### config.mk
export PLATFORM = sky130hd
export DESIGN_NAME = spi_regaccess_ctrl
export DESIGN_NICKNAME = d
export VERILOG_FILES = /design/src/rtl/spi_regaccess_ctrl.sv
export SDC_FILE = /design/constraint.sdc
export NUM_CORES = 1
export LEC_CHECK = 0
export CORE_MARGIN = 4
export CORE_UTILIZATION = 55
export CTS_BUF_LIST = sky130_fd_sc_hd__clkbuf_8
export DETAILED_ROUTE_END_ITERATION = 6
export PLACE_DENSITY_LB_ADDON = 0.25
export SLEW_MARGIN = 20
export SYNTH_ARGS = -nofsm -noshare
export SYNTH_HDL_FRONTEND = slang
export SYNTH_SLANG_ARGS = --single-unit
export TNS_END_PERCENT = 5
### constraint.sdc
create_clock -name ck -period 2.7 [get_ports ck]
set_input_delay 0.54 -clock ck [delete_from_list [all_inputs] [get_ports ck]]
set_output_delay 0.54 -clock ck [all_outputs]
set_load 0.01 [all_outputs]
### src/rtl/spi_regaccess_ctrl.sv
`timescale 1ns/1ps
`default_nettype none
// ============================================================================
// Module  : spi_regaccess_ctrl
// Brief   : SPI mode-0 master for single/burst accelerometer register access.
// Revision: 1.0
// ============================================================================
module spi_regaccess_ctrl #(
  parameter int         CLK_DIV   = 5,
  parameter int         MAX_BYTES = 8,
  parameter logic [7:0] INSTR_RD  = 8'h0B,
  parameter logic [7:0] INSTR_WR  = 8'h0A,
  parameter int         LEN_W     = (MAX_BYTES > 1) ? $clog2(MAX_BYTES) : 1
) (
  input  logic             ck,
  input  logic             rst,
  input  logic             start,
  input  logic             rw,
  input  logic [7:0]       addr,
  input  logic [LEN_W-1:0] len,
  input  logic [7:0]       wdata,
  output logic             wdata_req,
  output logic [7:0]       rdata,
  output logic             rdata_valid,
  output logic             busy,
  output logic             done,
  output logic             sclk,
  output logic             nCS,
  output logic             mosi,
  input  logic             miso
);

  localparam int                 c_div_w    = (CLK_DIV > 1) ? $clog2(CLK_DIV) : 1;
  localparam int                 c_byte_w   = LEN_W + 2;
  localparam logic [LEN_W:0]     c_max_len  = (LEN_W + 1)'(MAX_BYTES - 1);
  localparam logic [c_div_w-1:0] c_div_last = c_div_w'(CLK_DIV - 1);

  typedef enum logic [2:0] {
    S_IDLE  = 3'd0,
    S_SETUP = 3'd1,
    S_SHIFT = 3'd2,
    S_HOLD  = 3'd3,
    S_GAP   = 3'd4
  } state_t;

  state_t              r_state;
  state_t              w_next;
  logic [c_div_w-1:0]  r_div;
  logic                r_phase;
  logic [2:0]          r_bit;
  logic [c_byte_w-1:0] r_byte;
  logic [c_byte_w-1:0] r_last;
  logic                r_rw;
  logic [7:0]          r_addr;
  logic [7:0]          r_wbuf;
  logic [7:0]          r_tx;
  logic [7:0]          r_rx;
  logic                r_rx_done;
  logic [LEN_W-1:0]    w_len_eff;
  logic                w_div_end;
  logic                w_rise;
  logic                w_fall;
  logic                w_data_byte;
  logic                w_last_byte;

  assign w_div_end   = (r_div == c_div_last);
  assign w_rise      = (r_state == S_SHIFT) && !r_phase && w_div_end;
  assign w_fall      = (r_state == S_SHIFT) &&  r_phase && w_div_end;
  assign w_data_byte = (r_byte >= c_byte_w'(2));
  assign w_last_byte = (r_byte == r_last);

  always_comb begin
    w_len_eff = len;
    if ({1'b0, len} > c_max_len) w_len_eff = c_max_len[LEN_W-1:0];
  end

  always_ff @(posedge ck or posedge rst) begin
    if (rst) r_state <= S_IDLE;
    else     r_state <= w_next;
  end

  always_comb begin
    w_next    = r_state;
    busy      = 1'b1;
    nCS       = 1'b1;
    sclk      = 1'b0;
    mosi      = 1'b0;
    done      = 1'b0;
    wdata_req = 1'b0;
    case (r_state)
      S_IDLE: begin
        busy = 1'b0;
        if (start) w_next = S_SETUP;
      end
      S_SETUP: begin
        nCS  = 1'b0;
        mosi = r_tx[7];
        if (w_div_end) w_next = S_SHIFT;
      end
      S_SHIFT: begin
        nCS  = 1'b0;
        sclk = r_phase;
        mosi = r_tx[7];
        // First cycle of bit 7 of a non-final write data byte
        wdata_req = r_rw && !r_phase && (r_div == '0) && (r_bit == 3'd7)
                    && w_data_byte && !w_last_byte;
        if (w_fall && (r_bit == 3'd7) && w_last_byte) w_next = S_HOLD;
      end
      S_HOLD: begin
        nCS = 1'b0;
        if (w_div_end) w_next = S_GAP;
      end
      S_GAP: begin
        done = w_div_end;
        if (w_div_end) w_next = S_IDLE;
      end
      default: begin
        busy   = 1'b0;
        w_next = S_IDLE;
      end
    endcase
  end

  always_ff @(posedge ck or posedge rst) begin
    if (rst) begin
      r_div       <= '0;
      r_phase     <= 1'b0;
      r_bit       <= 3'd0;
      r_byte      <= '0;
      r_last      <= '0;
      r_rw        <= 1'b0;
      r_addr      <= 8'h00;
      r_wbuf      <= 8'h00;
      r_tx        <= 8'h00;
      r_rx        <= 8'h00;
      r_rx_done   <= 1'b0;
      rdata       <= 8'h00;
      rdata_valid <= 1'b0;
    end else begin
      r_rx_done   <= 1'b0;
      rdata_valid <= r_rx_done;
      if (r_rx_done) rdata <= r_rx;
      if (r_state == S_IDLE) begin
        r_div <= '0;
        if (start) begin
          r_rw    <= rw;
          r_addr  <= addr;
          r_wbuf  <= wdata;
          r_last  <= c_byte_w'(w_len_eff) + c_byte_w'(2);
          r_tx    <= rw ? INSTR_WR : INSTR_RD;
          r_phase <= 1'b0;
          r_bit   <= 3'd0;
          r_byte  <= '0;
        end
      end else begin
        r_div <= w_div_end ? '0 : r_div + 1'b1;
        if (w_rise) begin
          r_phase <= 1'b1;
          r_rx    <= {r_rx[6:0], miso};
          if ((r_bit == 3'd7) && w_data_byte && !r_rw) r_rx_done <= 1'b1;
        end
        if (w_fall) begin
          r_phase <= 1'b0;
          r_bit   <= r_bit + 3'd1;
          if (r_bit == 3'd7) begin
            r_byte <= r_byte + 1'b1;
            // Byte boundary: instruction -> addr -> latched byte 0 -> live wdata
            if (r_byte == '0)               r_tx <= r_addr;
            else if (!r_rw)                 r_tx <= 8'h00;
            else if (r_byte == c_byte_w'(1)) r_tx <= r_wbuf;
            else                            r_tx <= wdata;
          end else begin
            r_tx <= {r_tx[6:0], 1'b0};
          end
        end
      end
    end
  end

endmodule
`default_nettype wire

Word level (Yosys, flattened, before mapping)
Index checks and enable logic that the tools add are counted.
W data, S select, Z words.
{"block": "op_classes", "n_mux": 36, "bitwise_logic": 1, "n_eq_ne": 13, "order_cmp": 1, "n_reduce_logical": 31, "n_addsub": 4}
{"cell": "$mux W8", "count": 7}
{"cell": "$mux W3", "count": 10}
{"cell": "$mux W5", "count": 4}
{"cell": "$pmux W3 S5", "count": 1}
{"cell": "$mux W1", "count": 14}
{"cell": "$logic_and A1 B1 Y1", "count": 13}
{"cell": "$eq A3 B3 Y1 const B", "count": 3}
{"cell": "$ne A2 B2 Y1 const B", "count": 4}
{"cell": "$reduce_and A2 Y1", "count": 4}
{"cell": "$add A3 B1 Y3 const B", "count": 2}
{"cell": "$eq A3 B2 Y1 const B", "count": 2}
{"cell": "$logic_not A3 Y1", "count": 2}
{"cell": "$add A5 B1 Y5 const B", "count": 1}
{"cell": "$eq A5 B1 Y1 const B", "count": 1}
{"cell": "$eq A5 B5 Y1", "count": 1}
{"cell": "$ge A5 B2 Y1 const B", "count": 1}
{"cell": "$logic_not A5 Y1", "count": 1}
{"cell": "$reduce_and A5 Y1", "count": 1}
{"cell": "$add A3 B2 Y4 const B", "count": 1}
{"cell": "$reduce_bool A2 Y1", "count": 2}
{"cell": "$reduce_or A4 Y1", "count": 1}
{"cell": "$eq A3 B1 Y1 const B", "count": 1}
{"cell": "$logic_not A1 Y1", "count": 3}
{"cell": "$reduce_and A3 Y1", "count": 1}
{"cell": "5 further kinds", "count": 5}
{"block": "word_totals", "in_bits": 24, "reg_bits": 63, "word_cells": 100}

Depth between registers and ports, before layout
Gate-level depths: netlist of run 1.
{"block": "logic_depth", "ltp_word": 7, "ltp_mapped": 8, "ltp_nobuf": 6}

Worst setup path after synthesis of run 1
No wires, ideal clock.
{"block": "synth_path", "path_kind": "register -> output", "startpoint": "reg r_bit[0]", "endpoint": "out wdata_req", "stages_incl_launch_ff": 6, "arrival_time_ps": 1490, "t_required_ps": 2160, "path_buffers": 1, "path_slack_ps": 670, "path_cell_list": "dfrtp_1 -> ha_1 -> ha_1 -> clkbuf_1 -> o31ai_1 -> nor4_1"}
{"block": "synth_via", "elab_chain_len": 5}
{"element": "start, declared", "line_no": "50", "text": "logic [2:0] r_bit;"}
{"element": "start signal, assigned", "line_no": "164", "text": "r_bit <= r_bit + 3'd1;"}
{"element": "$eq A3 B3 Y1", "line_no": "105", "text": "wdata_req = r_rw && !r_phase && (r_div == '0) && (r_bit == 3'd7)"}
{"element": "$logic_and A1 B1 Y1", "line_no": "105"}
{"element": "$logic_and A1 B1 Y1 (2 in series)", "line_no": "106", "text": "&& w_data_byte && !w_last_byte;"}
{"element": "$mux W1", "line_no": "90", "text": "case (r_state)"}
{"element": "end, declared", "line_no": "22", "text": "output logic wdata_req,"}
Every way passes these cells.

Final worst setup path of run 1
{"block": "layout_path", "startpoint": "reg r_state[2]", "endpoint": "out sclk"}
{"block": "layout_via", "elab_chain_len": 2}
{"element": "start, declared", "line_no": "46", "text": "state_t r_state;"}
{"element": "start signal, assigned", "line_no": "79", "text": "else r_state <= w_next;"}
{"element": "$eq A3 B2 Y1", "line_no": "90"}
{"element": "$mux W1", "line_no": "90"}
{"element": "end, declared", "line_no": "27", "text": "output logic sclk,"}
Every way passes these cells.

==> results of run 1 <==
==> worst paths after layout <==
kind | slack (ns) | end | cells past startpoint | startpoint
setup / recovery | 0.19 | sclk | 3 | r_state[2]
hold / removal | 0.48 | r_wbuf[0] | 2 | r_wbuf[0]
setup reg to reg | 0.53 | r_state[0] | 7 | r_bit[0]
hold reg to reg | 0.48 | r_wbuf[0] | 2 | r_wbuf[0]
max in group asynchronous | 1.85 | r_byte[0] | 3 | rst
min in group asynchronous | 0.58 | r_rx[4] | 3 | rst
==> routing by layer <==
layer  wire, µm  vias up
met5          0        -
met4        107        0
met3        300       13
met2       2670       47
met1       2690     1013
li1           -     1058
==> area by class of cell <==
class | instances | area share [%]
repair buffers | 47 | 12.4
flip-flops and latches | 62 | 42.0
multi-input cells | 205 | 36.5
inverters | 6 | 0.678
clock inverters | 4 | 1.90
well taps | 70 | 2.37
clock buffers | 11 | 4.10
==> metrics by stage <==
stage	setup slack [ns]	power (W)	utilization (%)
after CTS	0.176	0.00203	70.9
after detailed placement	0.309	0.00111	66.7
after global placement	0.348	0.00111	66.7
after global routing	0.128	0.00209	70.9
after floorplan	0.619	0.00105	-
final	0.187	0.00201	70.9
==> kinds of logic (layout without fill, tap and decap cells) <==
kind of cell	after synthesis	count (layout)	share of synthesized area, %
compound gates	33	33	7.43
xor+xnor	10	10	2.92
fa+ha+maj	9	9	3.76
buf+inv	23	68	3.88
flops	62	62	51.8
mux	27	27	10.7
simple gates	126	126	19.5
==> worst reg2reg max path, cell delays in order, from the launching register on <==
cell and delay [ns]:
sky130_fd_sc_hd__dfrtp_1 0.36, sky130_fd_sc_hd__ha_1 0.15, sky130_fd_sc_hd__ha_1 0.18, sky130_fd_sc_hd__buf_4 0.20, sky130_fd_sc_hd__and3_1 0.28, sky130_fd_sc_hd__nand2_2 0.13, sky130_fd_sc_hd__or4_1 0.54, sky130_fd_sc_hd__a221oi_2 0.23
==> timing repair <==
item,in CTS,in global routing
endpoints found under the hold margin,0,0
gates resized for setup,1,0
setup endpoints to repair,1,0
setup buffers,0,0
==> Yosys cell counts, types with 2 or more instances <==
| cell type | number |
|---|---|
| sky130_fd_sc_hd__mux2_4 | 8 |
| sky130_fd_sc_hd__dfrtp_1 | 62 |
| sky130_fd_sc_hd__mux2i_1 | 10 |
| sky130_fd_sc_hd__and3_1 | 2 |
| sky130_fd_sc_hd__xnor2_1 | 6 |
| sky130_fd_sc_hd__a21oi_1 | 2 |
| sky130_fd_sc_hd__inv_1 | 5 |
| sky130_fd_sc_hd__buf_6 | 3 |
| sky130_fd_sc_hd__nor2_1 | 11 |
| sky130_fd_sc_hd__xor2_1 | 4 |
| sky130_fd_sc_hd__ha_1 | 9 |
| sky130_fd_sc_hd__o22ai_1 | 2 |
| sky130_fd_sc_hd__and2_1 | 4 |
| sky130_fd_sc_hd__clkbuf_1 | 11 |
| sky130_fd_sc_hd__nor3_1 | 4 |
| sky130_fd_sc_hd__nand2_1 | 84 |
| sky130_fd_sc_hd__o211a_1 | 7 |
| sky130_fd_sc_hd__nand3_1 | 4 |
| sky130_fd_sc_hd__mux2_2 | 9 |
| sky130_fd_sc_hd__nand4_1 | 2 |
| sky130_fd_sc_hd__o21ai_0 | 17 |
==> registers in the layout, indices dropped and copies added, names as in the netlist, 4 cells and up <==
signal / count
r_addr: 8
r_last: 4
r_byte: 5
r_tx: 8
r_wbuf: 8
r_rx: 8
rdata: 8
==> where the power goes <==
group	total (W)	leakage, nW	internal [W]	switching, W
clock network	0.000910	0.115	0.000561	0.000349
logic	0.000115	0.874	0.0000635	0.0000517
registers	0.000982	0.801	0.000957	0.0000245
==> impl_results.md, run 1 <==
- Seq/Total Area, Yosys: slightly above 50%
- Clock tree from TritonCTS: done
- Leading cell types in the layout, fill and taps excluded: sky130_fd_sc_hd__nand2_1 (84), sky130_fd_sc_hd__dfrtp_1 (62), sky130_fd_sc_hd__clkdlybuf4s50_1 (37)
- Per-cell routed wire length: 14.2 µm
- Hold_ws: around 0.48 ns
- Main flop type after synthesis: sky130_fd_sc_hd__dfrtp_1
- Flip-flop and latch area: 1550 µm²
- Power density relative to cell area: 544 nW/µm²
- Synthesis-stage register bit count: 62
- Placed wire-length estimate: around 3900 µm
- Number of synthesized flops with an enable pin: 0
- Cell area after technology mapping: roughly 3000 µm²
- Routability Congestion: approximately 0.82
- Slowest stage delay, CP: 0.61 ns
- Number of hold buffers added after CTS: 0
- Die footprint: 6700 µm²
- Fin area: 3690 µm²
- RSZ-0062 raised after global routing: no
- Global Route met2 Usage: between 30% and 40%
- Placeable Area: 5200 µm²
- Floorplan row count: 26
- Worst-case headroom to the max-slew limit: 60.1%
- DRT antenna net count: 0
- Final period utilization: around 93%
- Cells after Synth: 290
- GRT Util Overall: 20.1%
- GR met3 Demand/Resource: 5.70%
- Pins Over Slew Limit: 0
- Horizontal extent of the die: 81.8 µm
- H-tree levels: 3
- Data required, critical path: between 2 and 2.5 ns
- Global-route wire length before repair: 9900 µm
- Post-synthesis cell type count: 45
- Leakage component of the power: 1.79 nW
- Async S/R FF share, synth: 100%
- Clock period minus final worst setup slack: 2.51 ns
- Endpoint type of the worst setup path: primary output
- Number of antenna violations at the first check in global routing: 0
- Worst setup skew after layout: 0.00538 ns
- Vias in the first global route: around 2100
- Worst hold path class: reg2reg
- Largest cells by area after synthesis: sky130_fd_sc_hd__dfrtp_1 (52%), sky130_fd_sc_hd__nand2_1 (11%), sky130_fd_sc_hd__mux2_4 (4.0%)
- DRC viols: 0
- Most common cell after layout, fill and taps aside: sky130_fd_sc_hd__nand2_1
- Antenna diode count: 0
- Nets: 364
- Share of final-layout standard cells stronger than drive strength 1: 15.2%
- CTS max path bufs: 2
- Kind of critical path: reg2out
- Total global routing overflow: 0
- Mean post-synth cell area: 10.3 µm²
- Cells after DPL: 390
- Chip height: around 82 µm
- Ordered cell list for the critical path: buf_4 > and4bb_1 > clkdlybuf4s50_1
- Largest net degree at the start of global routing: between 60 and 70
- Layer carrying the most global-route usage: met2
- Clock Latency Late Sink: roughly 0.34 ns
- Count of filler cells inserted in the layout: 414
- Maximum resistive drop on vdd: approximately 0.00052 V
- Final hold violation count: 0
- CP Data Arrival Time: 1.97 ns
- Wirelength, routed: 5770 µm
- Final total negative setup slack: 0 ns
- DR vias/cell: roughly 5.3
- Met1 capacity usage during global routing: 27.0%
- Starting DRT DRC Count: 132
- Total via count in the routed design: 2131
- Port bufs: 38
- Top fanout value on the critical path: 11
- Yosys Warn Count: 0
- Clock root cell: sky130_fd_sc_hd__clkbuf_8
- Outcome: completed
- Portion of synthesized cell area occupied by the leading cell type: 51.8%
- Cts bufs inserted: 9
- Number of violations of the max-capacitance limit: 0
- Cell class contributing the biggest share of worst-path delay: buffers and inverters
- Worst Setup Start Kind: flip-flop
- Syn_nets: 323
- # IOs: 39
- Max Clock Freq: 398 MHz
- Dpl cell area: 3470 µm²
- Pre-antenna DRT Iters: 4
- Clock sink count: 62
- Final-report setup violation count: 0
- Starting density of the core: a little under three fifths
- Count of non-filler cells in the finished layout: slightly above 400
- Worst Path Buf+Inv: 2
- Multi-input gate area in the final layout: 1350 µm²
- Slew at the pin with the worst max-slew slack: 0.598 ns
- Area growth from synthesis to final layout: 23.1%
- Library cell occupying the most area in the post-synthesis netlist: sky130_fd_sc_hd__dfrtp_1
- Clock slew at the register clock pins of the worst setup and hold paths: around 0.070 ns
- Slowest cell on the critical path: sky130_fd_sc_hd__clkdlybuf4s50_1
Power figures use the tool's default switching activity.
==> run 2, diff against run 1 <==
--- a/config.mk
+++ b/config.mk
@@ -6,7 +6,7 @@
 export NUM_CORES = 1
 export LEC_CHECK = 0
 export CORE_MARGIN = 4
-export CORE_UTILIZATION = 55
+export CORE_UTILIZATION = 35
 export CTS_BUF_LIST = sky130_fd_sc_hd__clkbuf_8
 export DETAILED_ROUTE_END_ITERATION = 6
 export PLACE_DENSITY_LB_ADDON = 0.25
==> constraint.sdc (replaced) <==
create_clock -name ck -period 2.7 [get_ports ck]
set_input_delay 0.675 -clock ck [delete_from_list [all_inputs] [get_ports ck]]
set_output_delay 0.675 -clock ck [all_outputs]
set_load 0.01 [all_outputs]
==> run 2 against run 1 <==
Sequential power about the same. First-iteration DRC count shrank 30%. Largest power group unchanged. Via count up 0.19%. Clock skew rose by 0.0016 ns. Die area grew 51%. Non-clock buffer count up 2. Clock power decreased by 7.8%. Critical path depth increased by 1. Critical path type unchanged. Hold slack got worse by 0.0023 ns. Highest routed layer unchanged. Cell count is 9.4% higher. Flip-flop and latch count did not move. Sequential share of layout area is 0.65 points lower.
==> impl_results.md, run 2 (same netlist as run 1, synthesis figures left out) <==
- Slowest cell on the critical path: sky130_fd_sc_hd__or4_4 (was sky130_fd_sc_hd__clkdlybuf4s50_1)
- Buffer count from post-CTS setup fixing: 0 (unchanged)
- Die footprint: 10100 µm² (was 6700 µm²)
- Final period utilization: 95.5% (was 93.1%)
- Starting DRT DRC Count: 93 (was 132)
- Cell class contributing the biggest share of worst-path delay: simple AND/OR/NAND/NOR gates (was buffers and inverters)
- Top fanout value on the critical path: 4 (was 11)
- CP Data Arrival Time: 1.90 ns (was 1.97 ns)
- Global-route wire length before repair: 10200 µm (was 9900 µm)
- Final-report setup violation count: 0 (unchanged)
- GRT Util Overall: 13.0% (was 20.1%)
- Area growth from synthesis to final layout: 25.0% (was 23.1%)
- Setup slack after placement: 0.126 ns (was 0.309 ns)
- Fin area: 3750 µm² (was 3690 µm²)
- CTS max path bufs: 2 (unchanged)
- Leakage component of the power: 1.78 nW (was 1.79 nW)
- Wirelength, routed: 5950 µm (was 5770 µm)
- Starting density of the core: 36.3% (was 57.6%)
- Number of violations of the max-capacitance limit: 0 (unchanged)
- Largest net degree at the start of global routing: 63 (unchanged)
- DRC viols: 0 (unchanged)
- Clock period minus final worst setup slack: 2.58 ns (was 2.51 ns)
- Pre-antenna DRT Iters: 4 (unchanged)
- Kind of critical path: reg2out (unchanged)
- Dpl cell area: 3530 µm² (was 3470 µm²)
- Horizontal extent of the die: 101 µm (was 81.8 µm)
- Total via count in the routed design: 2135 (was 2131)
- Per-cell routed wire length: 13.4 µm (was 14.2 µm)
- Nets: 366 (was 364)
- Leading cell types in the layout, fill and taps excluded: sky130_fd_sc_hd__nand2_1 (84), sky130_fd_sc_hd__dfrtp_1 (62), sky130_fd_sc_hd__clkdlybuf4s50_1 (37) (unchanged)
- Multi-input gate area in the final layout: 1360 µm² (was 1350 µm²)
- DRT antenna net count: 0 (unchanged)
- Routability Congestion: 0.852 (was 0.822)
- Final hold violation count: 0 (unchanged)
- Port bufs: 38 (unchanged)
- Number of antenna violations at the first check in global routing: 0 (unchanged)
- Clock sink count: 62 (unchanged)
- Startpoint of the most critical hold path: r_wbuf[6] (was r_wbuf[0])
- Worst-case headroom to the max-slew limit: 61.0% (was 60.1%)
- Setup ws final: 0.123 ns (was 0.187 ns)
- Clock Latency Late Sink: 0.34 ns (about the same)
- Clock root cell: sky130_fd_sc_hd__clkbuf_8 (unchanged)
- Data required, critical path: 2.03 ns (was 2.16 ns)
- Endpoint type of the worst setup path: primary output (unchanged)
- Worst Setup Start Kind: flip-flop (unchanged)
- H-tree levels: 3 (unchanged)
- Chip height: 101 µm (was 81.8 µm)
- Final total negative setup slack: 0 ns (unchanged)
- Total global routing overflow: 0 (unchanged)
- Worst setup path startpoint: r_state[1] (was r_state[2])
- Worst reg2reg path startpoint: r_bit[0] (unchanged)
- Ordered cell list for the critical path: inv_4 > or4_4 > nor4_2 > dlygate4sd2_1 (was buf_4 > and4bb_1 > clkdlybuf4s50_1)
- Slowest stage delay, CP: 0.54 ns (was 0.61 ns)
- Slew at the pin with the worst max-slew slack: 0.585 ns (was 0.598 ns)
- Flip-flop and latch area: 1550 µm² (unchanged)
- Vias in the first global route: 2083 (was 2097)
- Maximum resistive drop on vdd: 0.000320 V (was 0.000520 V)
- Placeable Area: 8260 µm² (was 5200 µm²)
- RSZ-0062 raised after global routing: no (unchanged)
- Share of final-layout standard cells stronger than drive strength 1: 16.6% (was 15.2%)
- Cts bufs inserted: 9 (unchanged)
- Worst setup skew after layout: 0.00695 ns (was 0.00538 ns)
- Outcome: completed (unchanged)
- Count of filler cells inserted in the layout: 806 (was 414)
- Worst hold path class: reg2reg (unchanged)
- Pins Over Slew Limit: 0 (unchanged)
- Most common cell after layout, fill and taps aside: sky130_fd_sc_hd__nand2_1 (unchanged)
- Antenna diode count: 0 (unchanged)
- Clock tree from TritonCTS: done (unchanged)
- Power density relative to cell area: 516 nW/µm² (was 544 nW/µm²)
- Floorplan row count: 33 (was 26)
- Max Clock Freq: 388 MHz (was 398 MHz)
- Hold_ws: 0.475 ns (was 0.477 ns)
- Placed wire-length estimate: 4030 µm (was 3880 µm)
- DR vias/cell: 4.82 (was 5.26)
- Worst Path Buf+Inv: 2 (unchanged)
- Clock slew at the register clock pins of the worst setup and hold paths: 0.07 ns (about the same)
- # IOs: 39 (unchanged)
[run 2: final timing paths]
kind                              end  slack (ns)  depth (start not counted)
setup / recovery            wdata_req        0.12                          4
hold / removal              r_wbuf[6]        0.47                          2
setup reg to reg           r_state[0]        0.49                          7
hold reg to reg             r_wbuf[6]        0.47                          2
max in group asynchronous     r_tx[4]        1.69                          3
min in group asynchronous    rdata[4]        0.71                          3
[run 2: through the flow]
| stage | power, W | util [%] | cells |
|---|---|---|---|
| final | 0.00194 | 45.4 | 443 |
| after global routing | 0.00203 | 45.4 | 443 |
| after CTS | 0.00197 | 45.3 | 443 |
| after detailed placement | 0.00112 | 42.7 | 427 |
| after global placement | 0.00111 | 42.7 | 427 |
| after floorplan | 0.00105 | - | 290 |
[run 2: per-layer routing]
metal	track usage, %	routed length (µm)	vias to the layer above
li1	-	-	1058
met1	17.6	2880	1015
met2	19.5	2690	51
met3	4.50	328	11
met4	4.04	58	0
met5	0	0	-
[run 2: area by class of cell]
cell class / count / area share [%]
Clock buffer: 11 / 4.04
Clock inverter: 5 / 1.54
Inverter: 6 / 0.668
Multi-Input combinational cell: 205 / 36.2
Sequential cell: 62 / 41.4
Tap cell: 105 / 3.51
Timing Repair Buffer: 49 / 12.7
[run 2: what timing repair did]
| item | in CTS | in global routing |
|---|---|---|
| hold buffers | 0 | 0 |
| resized for setup | 2 | 1 |
| endpoints found under the setup margin | 1 | 1 |
| pin swaps | 0 | 0 |
| gates cloned | 0 | 0 |
| hold endpoints to repair | 0 | 0 |
[run 2: power by group]
| group | switching [W] | internal, W |
|---|---|---|
| clock network | 0.000364 | 0.000474 |
| logic | 0.0000510 | 0.0000648 |
| registers | 0.0000239 | 0.000957 |
[run 2: worst min-delay path, stage by stage, from the launching register on]
cell,delay (ns)
sky130_fd_sc_hd__dfrtp_1,0.34
sky130_fd_sc_hd__nand2_1,0.05
sky130_fd_sc_hd__nand2_1,0.05
